## src/rtl/vga_timing_driver_if.sv

```systemverilog
// Pixel-side bundle between the VGA timing driver and the combinational renderers / DAC pins.
// The master modport is the timing driver; the slave modport is the renderer/DAC side.
interface vga_timing_driver_if;
    logic [7:0] R;
    logic [7:0] G;
    logic [7:0] B;
    logic [9:0] x_pos;
    logic [9:0] y_pos;
    logic       pix_en;
    logic       vga_clk;
    logic [7:0] vga_r;
    logic [7:0] vga_g;
    logic [7:0] vga_b;
    logic       hsync;
    logic       vsync;
    logic       blank_n;
    logic       sync_n;
    logic       frame_start;

    modport master (
        input  R, G, B,
        output x_pos, y_pos, pix_en, vga_clk, vga_r, vga_g, vga_b,
        output hsync, vsync, blank_n, sync_n, frame_start
    );

    modport slave (
        output R, G, B,
        input  x_pos, y_pos, pix_en, vga_clk, vga_r, vga_g, vga_b,
        input  hsync, vsync, blank_n, sync_n, frame_start
    );
endinterface

```

## src/rtl/vga_timing_driver.sv

```systemverilog
// VGA raster timing generator: owns the pixel divider and h/v counters, and registers the
// renderers' combinational colour onto the DAC pins with sync/blank aligned one pixel later.
module vga_timing_driver #(
    parameter int unsigned H_ACTIVE = 640,
    parameter int unsigned H_FP     = 16,
    parameter int unsigned H_SYNC   = 96,
    parameter int unsigned H_BP     = 48,
    parameter int unsigned V_ACTIVE = 480,
    parameter int unsigned V_FP     = 10,
    parameter int unsigned V_SYNC   = 2,
    parameter int unsigned V_BP     = 33,
    parameter int unsigned CLK_DIV  = 2
) (
    input logic               clk,
    input logic               rst_n,
    vga_timing_driver_if.master vga
);
    localparam int unsigned HTotal = H_ACTIVE + H_FP + H_SYNC + H_BP;
    localparam int unsigned VTotal = V_ACTIVE + V_FP + V_SYNC + V_BP;
    localparam int unsigned DivW   = $clog2(CLK_DIV);

    localparam logic [DivW-1:0] DivLast = DivW'(CLK_DIV - 1);
    localparam logic [DivW-1:0] DivHalf = DivW'(CLK_DIV / 2);
    localparam logic [9:0] HLast      = 10'(HTotal - 1);
    localparam logic [9:0] VLast      = 10'(VTotal - 1);
    localparam logic [9:0] HAct       = 10'(H_ACTIVE);
    localparam logic [9:0] VAct       = 10'(V_ACTIVE);
    localparam logic [9:0] HSyncStart = 10'(H_ACTIVE + H_FP);
    localparam logic [9:0] HSyncEnd   = 10'(H_ACTIVE + H_FP + H_SYNC);
    localparam logic [9:0] VSyncStart = 10'(V_ACTIVE + V_FP);
    localparam logic [9:0] VSyncEnd   = 10'(V_ACTIVE + V_FP + V_SYNC);

    logic [DivW-1:0] div_q, div_d;
    logic [9:0]      h_q, h_d, v_q, v_d;
    logic [7:0]      r_q, r_d, g_q, g_d, b_q, b_d;
    logic            hsync_q, hsync_d, vsync_q, vsync_d;
    logic            blank_n_q, blank_n_d, frame_q, frame_d;
    logic            pix_en, active, h_wrap, v_wrap;

    always_comb begin
        pix_en    = (div_q == DivLast);
        h_wrap    = (h_q == HLast);
        v_wrap    = (v_q == VLast);
        active    = (h_q < HAct) && (v_q < VAct);
        div_d     = pix_en ? '0 : div_q + 1'b1;
        h_d       = h_q;
        v_d       = v_q;
        r_d       = r_q;
        g_d       = g_q;
        b_d       = b_q;
        hsync_d   = hsync_q;
        vsync_d   = vsync_q;
        blank_n_d = blank_n_q;
        frame_d   = 1'b0;
        if (pix_en) begin
            h_d = h_wrap ? '0 : h_q + 10'd1;
            if (h_wrap) begin
                v_d = v_wrap ? '0 : v_q + 10'd1;
            end
            // Pin values describe the pixel being left, so colour lags coordinates by one pixel.
            r_d       = active ? vga.R : 8'h00;
            g_d       = active ? vga.G : 8'h00;
            b_d       = active ? vga.B : 8'h00;
            blank_n_d = active;
            hsync_d   = ~((h_q >= HSyncStart) && (h_q < HSyncEnd));
            vsync_d   = ~((v_q >= VSyncStart) && (v_q < VSyncEnd));
            frame_d   = h_wrap && v_wrap;
        end
    end

    always_ff @(posedge clk) begin
        if (!rst_n) begin
            div_q     <= '0;
            h_q       <= '0;
            v_q       <= '0;
            r_q       <= '0;
            g_q       <= '0;
            b_q       <= '0;
            hsync_q   <= 1'b1;
            vsync_q   <= 1'b1;
            blank_n_q <= 1'b0;
            frame_q   <= 1'b0;
        end else begin
            div_q     <= div_d;
            h_q       <= h_d;
            v_q       <= v_d;
            r_q       <= r_d;
            g_q       <= g_d;
            b_q       <= b_d;
            hsync_q   <= hsync_d;
            vsync_q   <= vsync_d;
            blank_n_q <= blank_n_d;
            frame_q   <= frame_d;
        end
    end

    assign vga.x_pos       = h_q;
    assign vga.y_pos       = v_q;
    assign vga.pix_en      = pix_en;
    assign vga.vga_clk     = (div_q >= DivHalf);
    assign vga.vga_r       = r_q;
    assign vga.vga_g       = g_q;
    assign vga.vga_b       = b_q;
    assign vga.hsync       = hsync_q;
    assign vga.vsync       = vsync_q;
    assign vga.blank_n     = blank_n_q;
    assign vga.sync_n      = 1'b0;
    assign vga.frame_start = frame_q;
endmodule

```

## src/flat_wrapper.sv

```systemverilog
// flat-port wrapper written by rule: the top's interface ports become plain ports
module vga_timing_driver_flat 
#(
    parameter int unsigned H_ACTIVE = 640,
    parameter int unsigned H_FP     = 16,
    parameter int unsigned H_SYNC   = 96,
    parameter int unsigned H_BP     = 48,
    parameter int unsigned V_ACTIVE = 480,
    parameter int unsigned V_FP     = 10,
    parameter int unsigned V_SYNC   = 2,
    parameter int unsigned V_BP     = 33,
    parameter int unsigned CLK_DIV  = 2
)
  (clk, rst_n, vga_R, vga_G, vga_B, vga_x_pos, vga_y_pos, vga_pix_en, vga_vga_clk, vga_vga_r, vga_vga_g, vga_vga_b, vga_hsync, vga_vsync, vga_blank_n, vga_sync_n, vga_frame_start);
  vga_timing_driver_if vga_i ();
  input logic clk;
  input logic rst_n;
  input wire logic [$bits(vga_i.R)-1:0] vga_R;
  input wire logic [$bits(vga_i.G)-1:0] vga_G;
  input wire logic [$bits(vga_i.B)-1:0] vga_B;
  output wire logic [$bits(vga_i.x_pos)-1:0] vga_x_pos;
  output wire logic [$bits(vga_i.y_pos)-1:0] vga_y_pos;
  output wire logic [$bits(vga_i.pix_en)-1:0] vga_pix_en;
  output wire logic [$bits(vga_i.vga_clk)-1:0] vga_vga_clk;
  output wire logic [$bits(vga_i.vga_r)-1:0] vga_vga_r;
  output wire logic [$bits(vga_i.vga_g)-1:0] vga_vga_g;
  output wire logic [$bits(vga_i.vga_b)-1:0] vga_vga_b;
  output wire logic [$bits(vga_i.hsync)-1:0] vga_hsync;
  output wire logic [$bits(vga_i.vsync)-1:0] vga_vsync;
  output wire logic [$bits(vga_i.blank_n)-1:0] vga_blank_n;
  output wire logic [$bits(vga_i.sync_n)-1:0] vga_sync_n;
  output wire logic [$bits(vga_i.frame_start)-1:0] vga_frame_start;
  assign vga_i.R = vga_R;
  assign vga_i.G = vga_G;
  assign vga_i.B = vga_B;
  assign vga_x_pos = vga_i.x_pos;
  assign vga_y_pos = vga_i.y_pos;
  assign vga_pix_en = vga_i.pix_en;
  assign vga_vga_clk = vga_i.vga_clk;
  assign vga_vga_r = vga_i.vga_r;
  assign vga_vga_g = vga_i.vga_g;
  assign vga_vga_b = vga_i.vga_b;
  assign vga_hsync = vga_i.hsync;
  assign vga_vsync = vga_i.vsync;
  assign vga_blank_n = vga_i.blank_n;
  assign vga_sync_n = vga_i.sync_n;
  assign vga_frame_start = vga_i.frame_start;
  vga_timing_driver #(.H_ACTIVE(H_ACTIVE), .H_FP(H_FP), .H_SYNC(H_SYNC), .H_BP(H_BP), .V_ACTIVE(V_ACTIVE), .V_FP(V_FP), .V_SYNC(V_SYNC), .V_BP(V_BP), .CLK_DIV(CLK_DIV)) u_core (.clk(clk), .rst_n(rst_n), .vga(vga_i));
endmodule
```

## config.mk

```make
export PLATFORM = sky130hd
export DESIGN_NAME = vga_timing_driver_flat
export DESIGN_NICKNAME = d
export VERILOG_FILES = /design/src/rtl/vga_timing_driver_if.sv /design/src/rtl/vga_timing_driver.sv /design/src/flat_wrapper.sv
export SDC_FILE = /design/constraint.sdc
export NUM_CORES = 1
export LEC_CHECK = 0
export BUFFER_PORTS_ARGS = -buffer_cell sky130_fd_sc_hd__clkbuf_2
export CAP_MARGIN = 20
export CORE_ASPECT_RATIO = 0.5
export CORE_MARGIN = 8
export CORE_UTILIZATION = 25
export CTS_BUF_LIST = sky130_fd_sc_hd__clkbuf_8
export DETAILED_ROUTE_END_ITERATION = 12
export HOLD_SLACK_MARGIN = 0.03
export PLACE_DENSITY = 0.58
export SYNTH_ARGS = -nofsm -noshare
export SYNTH_HDL_FRONTEND = slang
export SYNTH_SLANG_ARGS = --single-unit
export TNS_END_PERCENT = 100
```

## constraint.sdc

```tcl
create_clock -name clk -period 2.25 [get_ports clk]
set_input_delay 0.225 -clock clk [delete_from_list [all_inputs] [get_ports clk]]
set_output_delay 0.225 -clock clk [all_outputs]
set_load 0.02 [all_outputs]
```

==> results.yml <==
synthesis:
  synth_area_per_cell_um2: 10.2
  syn_inst: 195
  yosysUniqueCellTypes: 39
  ys_warn_count: 0
  synth_enable_flop_cells: 0
  synthArstFlopShare_pct: 0
  synth_area_um2: 1990
  syn-num-nets: 225
  ys.flop_type: "dfxtp_1"
  synth-seq-area-share_pct: 49.4
  ys_seq_elements: 49
floorplan:
  die_area_um2: 11200
  die_x_um: 142
  ioPinCount: 77
  core.rowCount: 23
  initial_core_util_pct: 25.3
  core_area_um2: 7860
  die_h_um: 79.0
clock_network:
  clk_latency_ns: 0.30
  cts.htree.levels: 2
  cts_setup_buffers: 0
  cts_sinks: 49
  hold_buffers: 0
  cts_tree: "yes"
  cts_buffers: 5
  clock_path_buffers: 2
  path_clk_slew_ns: 0.09
  cts.repair.resized: 0
  cts_root_buffer: "clkbuf_8"
pwr:
  p_leak_uw: 0.00110
  power.share.combinational_pct: 10.8
  clockPowerShare_pct: 31.4
  ir_drop_v: 0.000237
  finalPower_uw: 1590
  power_frac_seq_pct: 57.8
  p_int_uw: 1180
  switchingPower_uw: 414
  powerDensity_nw_per_um2: 623
  switching_share_pct: 25.9
sta:
  relSlewSlack_pct: 65.2
  worstMarginPinSlew_ns: 0.518
  rsz0062_at_grt: "false"
  fmaxAchievable_ghz: 0.521
  final_hold_viol_count: 0
  finalWorstSetupSlack_ns: 0.332
  finalSetupViolCount: 0
  slew_violations: 0
  skew_ns: 0.00492
  fin_crit_sh_pct: 85.3
  setup_tns_ns: 0
  period_needed_ns: 1.92
detailed_routing:
  ant_nets: 0
  wire_per_inst_um: 13.6
  drt_wl_total_um: 5240
  drc: 0
  vias_per_cell: 4.46
  firstDrtPassIters: 4
  vias: 1714
  drt-initial-drc-count: 66
worst_setup_path:
  cp-start-kind: "flip-flop"
  endpoint_kind: "flip-flop"
  cp.arrival_ns: 2.10
  crit_fanout: 8
  reg2reg_from: "u_core.vga.x_pos[4]$_SDFFE_PN0P_"
  critPathKind: "reg -> reg"
  r2r_cells: 4
  cp.required_ns: 2.44
  crit_start: "u_core.vga.x_pos[4]$_SDFFE_PN0P_"
min_path:
  worstHoldStart: "vga_G[2]"
  hold_class: "in -> reg"
  min_path_cells: 2
global_routing:
  grt_pass1_wl_um: 8650
  grt-ovfl-total: 0
  antenna_found_initial: 0
  grt_pass1_vias: 1768
  grt_max_degree: 26
  track_usage_pct: 9.34
finish:
  area_delta_synth_final_pct: 29.0
  fin_nets: 301
  nFillCells: 822
  drive_gt1_share_pct: 34.2
  final_common_cell: "clkbuf_2"
  antenna_cells: 0
  final_cell_mix: "clkbuf_2, dfxtp_1, a22o_1, nor2_1"
placed_design:
  globalplace.congestion: 0.834
  place_worst_setup_slack_ns: 0.359
  dpl.hpwl_um: 3960
  placement.io_buffers: 75
flow_run:
  drv_cap: 0
run_status:
  status: "finished, final reports clean"
==> cell usage after synthesis (2+ instances only) <==
| cell type | n | area share (%) |
|---|---|---|
| nor4bb_1 | 2 | 1.0 |
| nand4b_1 | 3 | 1.3 |
| buf_6 | 2 | 1.1 |
| buf_4 | 2 | 0.76 |
| clkbuf_1 | 2 | 0.38 |
| nor3_1 | 7 | 1.8 |
| xnor2_1 | 10 | 4.4 |
| xor2_1 | 4 | 1.8 |
| nor4_1 | 6 | 1.9 |
| nand4_1 | 6 | 1.9 |
| dfxtp_1 | 49 | 49 |
| buf_2 | 3 | 0.76 |
| inv_1 | 9 | 1.7 |
| a21oi_1 | 3 | 0.76 |
| nor2_1 | 20 | 3.8 |
| and3_1 | 3 | 0.95 |
| nand2_1 | 7 | 1.3 |
| ha_1 | 4 | 2.5 |
| nand3_1 | 6 | 1.5 |
| o21ai_0 | 4 | 1.0 |
| a22o_1 | 24 | 11 |
| o31ai_1 | 2 | 0.76 |
==> worst paths after layout <==
kind / endpoint / slack (ns)
min: u_core.vga.vga_g[2]$_SDFFE_PN0P_ / 0.14
min reg2reg: u_core.vga.hsync$_SDFFE_PN1P_ / 0.45
max: u_core.vga.y_pos[8]$_SDFFE_PN0P_ / 0.33
max reg2reg: u_core.vga.y_pos[8]$_SDFFE_PN0P_ / 0.33
==> through the flow <==
stage / hold WS (ns) / utilization [%] / instances / area [um^2]
2_1_floorplan: 0.287 / - / 195 / 1990
3_3_place_gp: 0.435 / 31.5 / 376 / 2480
3_5_place_dp: 0.442 / 31.5 / 376 / 2480
4_1_cts: 0.127 / 32.6 / 384 / 2560
5_1_grt: 0.129 / 32.6 / 384 / 2560
6_report: 0.140 / 32.6 / 384 / 2560
==> critical path, cell delays in order (launching register included) <==
cell	delay (ns)
dfxtp_1	0.46
nand4bb_1	0.40
or3_4	0.57
o41ai_2	0.28
a21oi_1	0.10
==> per-layer routing <==
| layer | GRT usage [%] | share of wire [%] | vias to the layer above |
|---|---|---|---|
| met4 | 4.14 | 1.9 | 0 |
| li1 | - | - | 856 |
| met2 | 16.5 | 50 | 45 |
| met3 | 2.57 | 4.5 | 9 |
| met1 | 10.5 | 44 | 804 |
| met5 | 0 | 0 | - |
==> sequential cells by signal, summed over array words and instances, names as in the netlist <==
| name | count |
|---|---|
| u_core.vga.x_pos | 10 |
| u_core.vga.frame_start | 1 |
| u_core.vga.hsync | 1 |
| u_core.vga.vsync | 1 |
| u_core.vga.y_pos | 10 |
| u_core.vga.blank_n | 1 |
| u_core.vga.vga_r | 8 |
| u_core.vga.vga_g | 8 |
| u_core.vga.pix_en | 1 |
| u_core.vga.vga_b | 8 |
==> cells by family (layout without fill, tap and decap cells) <==
| logic type | after synthesis | count (layout) | synth area share, % |
|---|---|---|---|
| flops | 49 | 49 | 49.4 |
| buf+inv | 19 | 96 | 4.91 |
| fa+ha+maj | 4 | 4 | 2.52 |
| other cells | 1 | 1 | 0.189 |
| mux | 1 | 1 | 0.504 |
| xor+xnor | 14 | 14 | 6.17 |
| simple gates | 68 | 68 | 19.9 |
| compound gates | 39 | 39 | 16.4 |
==> final cells by class <==
class | count | area [um^2] | share of cell area (%)
Tap cell | 112 | 140 | 5.47
Inverter | 9 | 33.8 | 1.32
Clock buffer | 5 | 68.8 | 2.69
Sequential cell | 49 | 981 | 38.3
Timing Repair Buffer | 79 | 405 | 15.8
Clock inverter | 3 | 13.8 | 0.537
Multi-Input combinational cell | 127 | 918 | 35.9
==> power by group through the flow <==
| stage | combinational, uW | clock [uW] | sequential (uW) |
|---|---|---|---|
| finish | 173 | 501 | 921 |
| detailed placement | 176 | 0 | 940 |
| global route | 186 | 558 | 927 |
| floorplan | 61.7 | 0 | 977 |
| global placement | 173 | 0 | 940 |
| CTS | 176 | 524 | 921 |
(Power assumes the default switching activity.)
